--- config.mk ---
export PLATFORM = sky130hd
export DESIGN_NAME = alarm_arm_controller_flat
export DESIGN_NICKNAME = d
export VERILOG_FILES = /design/src/rtl/alarm_pkg.sv /design/src/rtl/alarm_arm_controller_if.sv /design/src/rtl/alarm_arm_controller_sec_timer.sv /design/src/rtl/alarm_arm_controller.sv /design/src/flat_wrapper.sv
export SDC_FILE = /design/constraint.sdc
export NUM_CORES = 1
export LEC_CHECK = 0
export ABC_AREA = 0
export CORE_ASPECT_RATIO = 1.2
export CORE_MARGIN = 1
export CORE_UTILIZATION = 56
export DETAILED_ROUTE_END_ITERATION = 8
export PLACE_DENSITY = 0.78
export SLEW_MARGIN = 20
export SYNTH_ARGS = -nofsm -noshare
export SYNTH_HDL_FRONTEND = slang
export SYNTH_SLANG_ARGS = --single-unit
--- constraint.sdc ---
create_clock -name clk -period 2.72 [get_ports clk]
set_clock_uncertainty 0.05 [all_clocks]
set_input_delay 0.544 -clock clk [delete_from_list [all_inputs] [get_ports clk]]
set_output_delay 0.544 -clock clk [all_outputs]
set_load 0.05 [all_outputs]
--- src/rtl/alarm_pkg.sv ---
// Shared types and constants for the alarm arm/disarm controller.
//
// Contents:
//   alarm_state_t  controller state encoding (3-bit, fixed values so a
//                  debug probe or checker can decode dbg_state directly)
//   DEFAULT_CODE   factory user code compared against the code switches
//   max_int        elaboration helper used to size the seconds counter
package alarm_pkg;

    typedef enum logic [2:0] {
        DISARMED = 3'd0,
        EXIT     = 3'd1,
        ARMED    = 3'd2,
        ENTRY    = 3'd3,
        ALARM    = 3'd4
    } alarm_state_t;

    localparam logic [3:0] DEFAULT_CODE = 4'b1010;

    function automatic int max_int(input int x, input int y);
        return (x > y) ? x : y;
    endfunction

endpackage

--- src/rtl/alarm_arm_controller_if.sv ---
// Panel/sensor signal bundle between the board (buttons, switches, LEDs,
// siren, sensor alarm block) and the arm/disarm controller.
//
// Signals:
//   code_sw    4-bit code switches
//   btn_arm    arm button level (debounced upstream)
//   btn_disarm disarm button level (debounced upstream)
//   a          alarm from the sensor block (already gated by m)
//   m          arm enable to the sensor block
//   siren      siren drive
//   led_armed  armed indicator
//   led_delay  exit/entry delay indicator
//
// Modports:
//   master  board/test side: drives buttons, switches and a
//   slave   controller side: drives m, siren and the LEDs
interface alarm_arm_controller_if;
    import alarm_pkg::*;

    logic [3:0] code_sw;
    logic       btn_arm;
    logic       btn_disarm;
    logic       a;
    logic       m;
    logic       siren;
    logic       led_armed;
    logic       led_delay;

    modport master (
        output code_sw, btn_arm, btn_disarm, a,
        input  m, siren, led_armed, led_delay
    );

    modport slave (
        input  code_sw, btn_arm, btn_disarm, a,
        output m, siren, led_armed, led_delay
    );

endinterface

--- src/rtl/alarm_arm_controller_sec_timer.sv ---
// Seconds timer for the alarm controller.
//
// A prescaler counts 0..CLK_HZ-1; each wrap advances the seconds count.
// Both counters return to 0 on clr (state change) and on reset.
//
// Ports:
//   clk       system clock
//   reset     synchronous, active-high reset
//   clr       synchronous clear of prescaler and seconds count
//   sec       seconds elapsed since the last clear
//   last_cyc  high while the prescaler sits at CLK_HZ-1 (last cycle of a second)
module sec_timer #(
    parameter int CLK_HZ = 100_000_000,
    parameter int SEC_W  = 4
) (
    input  logic             clk,
    input  logic             reset,
    input  logic             clr,
    output logic [SEC_W-1:0] sec,
    output logic             last_cyc
);

    localparam int              PS_W   = (CLK_HZ > 1) ? $clog2(CLK_HZ) : 1;
    localparam logic [PS_W-1:0] PS_MAX = PS_W'(CLK_HZ - 1);

    logic [PS_W-1:0]  ps_q, ps_d;
    logic [SEC_W-1:0] sec_q, sec_d;

    always_comb begin
        ps_d  = ps_q;
        sec_d = sec_q;
        if (clr) begin
            ps_d  = '0;
            sec_d = '0;
        end else if (ps_q == PS_MAX) begin
            ps_d  = '0;
            sec_d = sec_q + SEC_W'(1);
        end else begin
            ps_d  = ps_q + PS_W'(1);
        end
    end

    always_ff @(posedge clk) begin
        if (reset) begin
            ps_q  <= '0;
            sec_q <= '0;
        end else begin
            ps_q  <= ps_d;
            sec_q <= sec_d;
        end
    end

    assign sec      = sec_q;
    assign last_cyc = (ps_q == PS_MAX);

endmodule

--- src/rtl/alarm_arm_controller.sv ---
// Arm/disarm controller for the home alarm system.
//
// Produces the arm enable m for the sensor-OR alarm block and consumes its
// alarm output a. Applies exit and entry delays, checks a 4-bit switch code
// on button presses, counts wrong disarm attempts and drives the siren.
//
// Optional feature, macro ALARM_SIREN_TIMEOUT_EN:
//   defined     ALARM returns to ARMED after SIREN_S seconds (fails cleared)
//   undefined   ALARM holds until a correct disarm or reset; SIREN_S unused
//
// Ports:
//   clk        system clock
//   reset      synchronous, active-high reset
//   bus        panel/sensor bundle (slave side): code_sw, btn_arm,
//              btn_disarm, a in; m, siren, led_armed, led_delay out
//   dbg_state  current state register
//   dbg_fails  current wrong-code attempt count
module alarm_arm_controller
    import alarm_pkg::*;
#(
    parameter int         CLK_HZ    = 100_000_000,
    parameter int         EXIT_S    = 10,
    parameter int         ENTRY_S   = 10,
    parameter int         SIREN_S   = 60,
    parameter logic [3:0] CODE      = DEFAULT_CODE,
    parameter int         MAX_TRIES = 3
) (
    input  logic                   clk,
    input  logic                   reset,
    alarm_arm_controller_if.slave  bus,
    output alarm_state_t           dbg_state,
    output logic [1:0]             dbg_fails
);

    // Reject parameter sets the counters cannot represent.
    if (EXIT_S < 1 || ENTRY_S < 1 || SIREN_S < 1 || CLK_HZ < 1 ||
        MAX_TRIES < 1 || MAX_TRIES > 3) begin : g_bad_param
        $error("alarm_arm_controller: parameter out of range");
    end

`ifdef ALARM_SIREN_TIMEOUT_EN
    localparam int SEC_MAX = max_int(max_int(EXIT_S, ENTRY_S), SIREN_S);
`else
    localparam int SEC_MAX = max_int(EXIT_S, ENTRY_S);
`endif
    localparam int SEC_W = (SEC_MAX > 0) ? $clog2(SEC_MAX + 1) : 1;

    // A delay of N seconds ends in the last prescaler cycle of second N-1.
    localparam logic [SEC_W-1:0] EXIT_LAST  = SEC_W'(EXIT_S - 1);
    localparam logic [SEC_W-1:0] ENTRY_LAST = SEC_W'(ENTRY_S - 1);
`ifdef ALARM_SIREN_TIMEOUT_EN
    localparam logic [SEC_W-1:0] SIREN_LAST = SEC_W'(SIREN_S - 1);
`endif
    localparam logic [1:0]       TRIES_LIM  = 2'(MAX_TRIES);

    alarm_state_t     state_q, state_d;
    logic [1:0]       fails_q, fails_d;
    logic             btn_arm_q, btn_arm_d;
    logic             btn_disarm_q, btn_disarm_d;

    logic [SEC_W-1:0] sec;
    logic             last_cyc;
    logic             timer_clr;

    logic             arm_rise;
    logic             disarm_rise;
    logic             code_ok;
    logic             good_disarm;
    logic             wrong_disarm;
    logic [1:0]       fails_inc;
    logic             tries_out;
    logic             exit_done;
    logic             entry_done;
`ifdef ALARM_SIREN_TIMEOUT_EN
    logic             siren_done;
`endif

    sec_timer #(
        .CLK_HZ (CLK_HZ),
        .SEC_W  (SEC_W)
    ) u_sec_timer (
        .clk      (clk),
        .reset    (reset),
        .clr      (timer_clr),
        .sec      (sec),
        .last_cyc (last_cyc)
    );

    // Buttons are plain levels with no handshake: a press acts exactly once,
    // on the cycle its level is first sampled high (rise = level & ~prev),
    // and the code switches are only looked at on that same cycle. Holding
    // a button never produces a second action.
    always_comb begin
        btn_arm_d    = bus.btn_arm;
        btn_disarm_d = bus.btn_disarm;
        arm_rise     = bus.btn_arm & ~btn_arm_q;
        disarm_rise  = bus.btn_disarm & ~btn_disarm_q;
        code_ok      = (bus.code_sw == CODE);
        good_disarm  = disarm_rise & code_ok;
        wrong_disarm = disarm_rise & ~code_ok;
        fails_inc    = (fails_q == 2'd3) ? 2'd3 : fails_q + 2'd1;
        tries_out    = wrong_disarm && (fails_inc >= TRIES_LIM);
        exit_done    = last_cyc && (sec == EXIT_LAST);
        entry_done   = last_cyc && (sec == ENTRY_LAST);
`ifdef ALARM_SIREN_TIMEOUT_EN
        siren_done   = last_cyc && (sec == SIREN_LAST);
`endif
    end

    // Next-state logic. Event priority inside a state:
    // correct disarm > attempt limit reached > delay expiry > sensor alarm.
    always_comb begin
        state_d = state_q;
        fails_d = fails_q;
        case (state_q)
            DISARMED: begin
                // A wrong code on arm is simply ignored.
                if (arm_rise && code_ok) begin
                    state_d = EXIT;
                end
            end
            EXIT: begin
                if (good_disarm) begin
                    state_d = DISARMED;
                end else begin
                    if (wrong_disarm) begin
                        fails_d = fails_inc;
                    end
                    if (tries_out) begin
                        state_d = ALARM;
                    end else if (exit_done) begin
                        state_d = ARMED;
                    end
                end
            end
            ARMED: begin
                if (good_disarm) begin
                    state_d = DISARMED;
                end else begin
                    if (wrong_disarm) begin
                        fails_d = fails_inc;
                    end
                    if (tries_out) begin
                        state_d = ALARM;
                    end else if (bus.a) begin
                        state_d = ENTRY;
                    end
                end
            end
            ENTRY: begin
                if (good_disarm) begin
                    state_d = DISARMED;
                end else begin
                    if (wrong_disarm) begin
                        fails_d = fails_inc;
                    end
                    if (tries_out || entry_done) begin
                        state_d = ALARM;
                    end
                end
            end
            ALARM: begin
                // Wrong codes are not counted here; the siren is already on.
                if (good_disarm) begin
                    state_d = DISARMED;
                end
`ifdef ALARM_SIREN_TIMEOUT_EN
                else if (siren_done) begin
                    state_d = ARMED;
                    fails_d = '0;
                end
`endif
            end
            default: begin
                state_d = DISARMED;
            end
        endcase

        if (state_d == DISARMED && state_q != DISARMED) begin
            fails_d = '0;
        end
    end

    // Every state change restarts the delay timer from zero.
    assign timer_clr = (state_d != state_q);

    always_ff @(posedge clk) begin
        if (reset) begin
            state_q      <= DISARMED;
            fails_q      <= '0;
            btn_arm_q    <= 1'b0;
            btn_disarm_q <= 1'b0;
        end else begin
            state_q      <= state_d;
            fails_q      <= fails_d;
            btn_arm_q    <= btn_arm_d;
            btn_disarm_q <= btn_disarm_d;
        end
    end

    // Moore output decodes.
    assign bus.m         = (state_q == ARMED) || (state_q == ENTRY) || (state_q == ALARM);
    assign bus.siren     = (state_q == ALARM);
    assign bus.led_armed = (state_q == ARMED) || (state_q == ENTRY) || (state_q == ALARM);
    assign bus.led_delay = (state_q == EXIT) || (state_q == ENTRY);

    assign dbg_state = state_q;
    assign dbg_fails = fails_q;

endmodule

--- src/flat_wrapper.sv ---
// flat-port wrapper written by rule: the top's interface ports become plain ports
module alarm_arm_controller_flat import alarm_pkg::*;
#(
    parameter int         CLK_HZ    = 100_000_000,
    parameter int         EXIT_S    = 10,
    parameter int         ENTRY_S   = 10,
    parameter int         SIREN_S   = 60,
    parameter logic [3:0] CODE      = DEFAULT_CODE,
    parameter int         MAX_TRIES = 3
)
  (clk, reset, dbg_state, dbg_fails, bus_code_sw, bus_btn_arm, bus_btn_disarm, bus_a, bus_m, bus_siren, bus_led_armed, bus_led_delay);
  alarm_arm_controller_if bus_i ();
  input  logic clk;
  input  logic reset;
  output alarm_state_t dbg_state;
  output logic [1:0] dbg_fails;
  input wire logic [$bits(bus_i.code_sw)-1:0] bus_code_sw;
  input wire logic [$bits(bus_i.btn_arm)-1:0] bus_btn_arm;
  input wire logic [$bits(bus_i.btn_disarm)-1:0] bus_btn_disarm;
  input wire logic [$bits(bus_i.a)-1:0] bus_a;
  output wire logic [$bits(bus_i.m)-1:0] bus_m;
  output wire logic [$bits(bus_i.siren)-1:0] bus_siren;
  output wire logic [$bits(bus_i.led_armed)-1:0] bus_led_armed;
  output wire logic [$bits(bus_i.led_delay)-1:0] bus_led_delay;
  assign bus_i.code_sw = bus_code_sw;
  assign bus_i.btn_arm = bus_btn_arm;
  assign bus_i.btn_disarm = bus_btn_disarm;
  assign bus_i.a = bus_a;
  assign bus_m = bus_i.m;
  assign bus_siren = bus_i.siren;
  assign bus_led_armed = bus_i.led_armed;
  assign bus_led_delay = bus_i.led_delay;
  alarm_arm_controller #(.CLK_HZ(CLK_HZ), .EXIT_S(EXIT_S), .ENTRY_S(ENTRY_S), .SIREN_S(SIREN_S), .CODE(CODE), .MAX_TRIES(MAX_TRIES)) u_core (.clk(clk), .reset(reset), .bus(bus_i), .dbg_state(dbg_state), .dbg_fails(dbg_fails));
endmodule
======== After elaboration in Yosys (flattened, before gate mapping) ========
Cells that the tools add are included.
word-level totals
  flip-flop bits (word level) ............. 38
  input port bits ......................... 9
  output and inout port bits .............. 9
  word-level logic and storage cells ...... 55
operators by class
  add/sub/neg operators ................... 3
  $lt $le $gt $ge ......................... 1
  equality and inequality tests ........... 9
  mux-type cells .......................... 12
  bitwise operators ....................... 8
  reduce and logical (&&, ||, !) cells .... 16
operators by type and width
  operator               count
  $mux 3                 10
  $add 27x1->27 const B  1
  $eq 27x27->1 const B   1
  $pmux 3 s5             1
  $eq 4x4->1 const B     2
  $eq 3x2->1 const B     2
  $logic_not 3->1        2
  $reduce_or 3->1        2
  $add 4x1->4 const B    1
  $and 1x1->1            4
  $logic_and 1x1->1      4
  $logic_or 1x1->1       4
  $not 1->1              4
  $reduce_or 2->1        2
  $eq 3x1->1 const B     1
  $eq 3x3->1 const B     1
  $ne 3x3->1             1
  $reduce_and 3->1       1
  $reduce_bool 3->1      1
  $add 2x1->2 const B    1
  $eq 2x2->1 const B     1
  $ge 2x2->1 const B     1
  $mux 2                 1

======== Logic depth before layout (Yosys ltp) ========
  word-level depth ........................ 11
  gate-level depth with buffers ........... 8
  depth with buffers taken out ............ 7

======== By module ========
From an unflattened synthesis, not the netlist that was laid out.
second synthesis, totals
  cells, all modules ...................... 219
  area total of the unflattened synthesis .. 1943.1 µm²
modules (own cells, without submodules)
  module                times used  cells each  area each (µm²)  seq. area each (µm²)
  sec_timer             1           167         1447.6           620.6
  alarm_arm_controller  1           52          495.5            140.1

======== Least setup slack after synthesis ========
OpenSTA, ideal clock, no wires.
  path kind ............................... reg2out
  start ................................... register u_core.state_q[2] (netlist: u_core.dbg_state[2])
  end ..................................... output port bus_m
  data arrival time ....................... 2.219 ns
  required time ........................... 2.126 ns
  setup slack ............................. -0.093 ns
  stages on the path, launching flop included .. 5
  path buffers ............................ 2
  cells stage by stage .................... dfxtp_1 clkbuf_1 and2_1 nand2b_1 buf_4
between the ends
  elaborated cells on any way between the ends .. 5
  those cells by class .................... eq/ne (3); reduce/logical (2)
RTL lines
  what                    RTL line                     text
  start, declared         alarm_arm_controller.sv:56   alarm_state_t state_q, state_d;
  start signal, assigned  alarm_arm_controller.sv:194  state_q <= state_d;
  $eq 3x3->1              n/a
  named net bus_siren     flat_wrapper.sv:22           output wire logic [$bits(bus_i.siren)-1:0] bus_siren;
  $logic_or 1x1->1        alarm_arm_controller.sv:202  assign bus.m = (state_q == ARMED) || (state_q == ENTRY) || (state_q == ALARM);
  end, declared           flat_wrapper.sv:21           output wire logic [$bits(bus_i.m)-1:0] bus_m;
The timed path passes the listed nets, and every way through them passes these cells.

======== Final worst setup path ========
  start ................................... register u_core.state_q[1] (netlist: u_core.dbg_state[1])
  end ..................................... output port bus_m
between the ends
  word-level cells in the longest chain between the ends .. 3
  elaborated cells on any way between the ends .. 5
  those cells by class .................... eq/ne (3); reduce/logical (2)
ends and longest elaborated chain
  what                RTL line
  $eq 3x2->1          alarm_arm_controller.sv:202
  $logic_or 1x1->1    alarm_arm_controller.sv:202
  $logic_or 1x1->1 *  alarm_arm_controller.sv:202
Mark *: on every way between the ends. The rest lies on a longest branch, timed or not.

==> summary.txt <==
Outcome
  – Status: completed

Synth
  – Register area share after synthesis: about two fifths
  – Syn Nets: between 200 and 250
  – FF+latch count, synth: 38
  – Syn_area_per_cell: 8.46 sq um
  – Synth unique cells: between 40 and 50
  – YS warnings: 0
  – Synthesized cell area: ~1900 sq um
  – Post-Synthesis Cells: around 220

Route
  – Initial DRC count: 37
  – Highest routed layer: met4
  – Routed Antenna Nets: 0
  – WL/cell: between 10 and 15 um
  – Routed wire length: between 3 and 4 mm
  – Drt pass-1 iters: 4
  – M1 WL: between 1.5 and 2 mm
  – WL met2: roughly 1.7 mm
  – Vias: about 1,600
  – DR WL met3: about 150 um
  – Vias/cell: roughly 5.6
  – Remaining DRCs: 0

Die
  – Starting Density: between 50% and 60%
  – Core ar.: approximately 3100 sq um
  – Die Y: 65.4 um
  – I/O pin total: 18
  – Die Wd: about 55 um
  – Row count: 22
  – Die area: 3590 sq um

Setup path
  – R2R setup slack: roughly 0.47 ns
  – Crit path max-delay family: simple AND/OR/NAND/NOR gates
  – Worst Setup Path Type: reg -> out
  – Depth of the most critical reg-to-reg path: 6
  – Slowest CP cell: dlygate4sd2_1
  – CP Capture Type: output port
  – Worst r2r src: u_core.u_sec_timer.ps_q[9]$_SDFF_PP0_
  – Worst-path cell chain: nor2_1, and2_1, nand2b_2, dlygate4sd2_1
  – Largest fanout on the critical path: 7
  – CP max stage delay: about 0.52 ns
  – Crit start category: flop
  – Worst EP arrival: between 1.5 and 2 ns
  – Worst EP required: ~2.1 ns
  – FF-to-FF End: u_core.u_sec_timer.ps_q[10]$_SDFF_PP0_
  – CP Buf/Inv Count: 1

Place
  – GPL Wtd Cong: between 0.8 and 0.9
  – Port bufs: 17
  – Setup slack at placement: roughly 0.25 ns
  – HPWL after DPL: approximately 2.7 mm
  – Post-DP Area: ~2100 sq um

Clock tree
  – CTS tree: done
  – Clock Sinks: 38
  – Htree depth: 2
  – Clk pin slew, worst setup/hold paths: 0.11 ns
  – Clock root buffer: clkbuf_4
  – Clock Tree Buf Depth: 2
  – TritonCTS Buffers: 5
  – Hold buffer count at CTS: 0
  – Clock Latency Late Sink: about 0.34 ns

Layout
  – Share of layout cells above drive strength 1: approximately 8.6%
  – Nets: ~250
  – Commonest non-fill, non-tap cell in the layout: dfxtp_1
  – Number of diodes: 0
  – Most frequent cells in the layout: dfxtp_1 (38), nor2_1 (34), xnor2_1 (17)
  – Area Growth Syn to Fin: 16.9%
  – Fin area: between 2000 and 2500 sq um

STA
  – Unrepaired setup endpoints after global routing: no
  – Sum Neg Setup Slack: 0 ns
  – Final period utilization: about nine tenths
  – Worst slew margin: approximately two thirds
  – Post-route minimum period: approximately 2.5 ns
  – Final setup fails: 0
  – Slew @ Worst Pin: between 0.5 and 0.6 ns
  – Slew Limit Fails: 0
  – Final worst slack: 0.262 ns
  – Final-report hold violation count: 0
  – Fmax: around 0.41 GHz

Pwr
  – Pleak: 0.000776 uW
  – PwrDens: about 510 nW/um^2
  – Total power: approximately 1100 uW
  – Max VDD drop: 0.490 mV

GRT
  – Largest net degree at the start of global routing: 17
  – Vias in the first global route: around 1,400
  – Total global routing overflow: 0
  – Initial antenna violation count: 0
  – Overall routing resource usage: between 20% and 30%
  – Global-route wire length before repair: about 6 mm

Worst hold path
  – Min-delay src: u_core.u_sec_timer.ps_q[0]$_SDFF_PP0_
  – WHS Path Cells: 1
  – Hold Crit Class: reg -> reg
  – Hold EP: u_core.u_sec_timer.ps_q[0]$_SDFF_PP0_

Run
  – MaxCap Viol Count: 0
==> worst reg2reg max path: cells and delay by family (launching register included) <==
family / cells / cell delay (ns)
buffers and inverters: 1 / 0.19
flip-flops: 1 / 0.38
AND/OR/NAND/NOR: 5 / 1.55
==> logic make-up (layout without fill, tap and decap cells) <==
logic type               after synthesis  in the layout  share of synthesized area [%]
AND/OR/NAND/NOR                      118            118                           34.8
flip-flops                            38             38                           40.5
XOR/XNOR                              25             25                           11.7
AO/OA/AOI/OAI                         21             21                           6.53
buffers and inverters                 16             37                           4.00
adder cells (fa/ha/maj)                3              3                           2.00
multiplexers                           1              1                          0.533
==> flip-flops by register name, indices dropped and copies added (netlist names) <==
name,cells
u_core.u_sec_timer.sec,4
u_core.btn_disarm_q,1
u_core.dbg_fails,2
u_core.u_sec_timer.ps_q,27
u_core.btn_arm_q,1
u_core.dbg_state,3
==> metal layers <==
layer	vias up	global-route usage [%]
met5	-	0
met4	0	7.69
met3	4	6.25
met2	28	38.1
met1	728	28.2
li1	814	-
==> cells in the mapped netlist <==
master,instances,share of area [%]
nand4bb_1,1,0.60
nor4_2,1,0.67
nand3b_2,1,0.60
or3_1,2,0.67
or4b_1,2,1.1
buf_4,1,0.40
and3b_1,1,0.47
a211oi_1,4,1.6
ha_1,3,2.0
or2_2,1,0.33
nor2b_1,3,1.0
nor4bb_1,1,0.53
and2_1,3,1.0
o211ai_1,1,0.40
mux2i_1,1,0.53
or4_1,1,0.40
or4_4,1,0.60
nand4_1,8,2.7
a21o_1,1,0.40
a21oi_1,11,2.9
nor4_1,6,2.0
nand3_2,1,0.53
nor4b_1,2,0.93
or3b_2,1,0.47
clkbuf_1,4,0.80
xnor2_1,17,7.9
and3_1,8,2.7
nand2b_1,5,1.7
xor2_1,8,3.7
o21a_1,1,0.40
nand2_1,9,1.8
nand3_1,14,3.7
dfxtp_1,38,41
o21ai_0,3,0.80
nand3b_1,1,0.40
inv_1,7,1.4
buf_2,3,0.80
nor2_1,34,6.8
nor3_1,10,2.7
and4_2,1,0.53
buf_6,1,0.60
==> layout make-up <==
class	count	area, sq um
multi-input cells	168	1040
fillers	282	942
flip-flops and latches	38	761
repair buffers	22	208
clock inverters	2	60.1
clock buffers	6	51.3
well taps	36	45.0
inverters	7	26.3
==> what timing repair did <==
| action | in CTS | in global routing |
|---|---|---|
| endpoints found under the setup margin | 2 | 1 |
| gates resized for setup | 2 | 1 |
| buffers inserted | 0 | 0 |
==> worst max path at each step <==
stage               cells after the start                      startpoint                                endpoint  slack, ns
floorplan                               4  u_core.dbg_state[2]$_SDFF_PP0_                                   bus_m       0.07
global placement                        6                  bus_code_sw[3]  u_core.u_sec_timer.ps_q[15]$_SDFF_PP0_       0.32
detailed placement                      6                  bus_code_sw[2]   u_core.u_sec_timer.ps_q[3]$_SDFF_PP0_       0.25
CTS                                     3  u_core.dbg_state[1]$_SDFF_PP0_                               bus_siren       0.08
global route                            4  u_core.dbg_state[1]$_SDFF_PP0_                           bus_led_armed       0.15
finish                                  4  u_core.dbg_state[1]$_SDFF_PP0_                                   bus_m       0.26
==> stage by stage <==
stage	hold slack, ns	cells	util [%]
after global placement	0.393	271	66.4
after floorplan	0.380	222	-
after global routing	0.468	279	70.0
after detailed placement	0.401	271	66.4
after CTS	0.429	279	69.9
final	0.421	279	70.0
==> where the power goes <==
group	total, uW	internal, uW	switching [uW]	leakage [uW]
logic	47.9	22.6	25.3	0.000410
registers	567	563	4.87	0.000307
clock network	503	311	192	0.0000585
No activity file was read; power rests on OpenSTA's default activity.
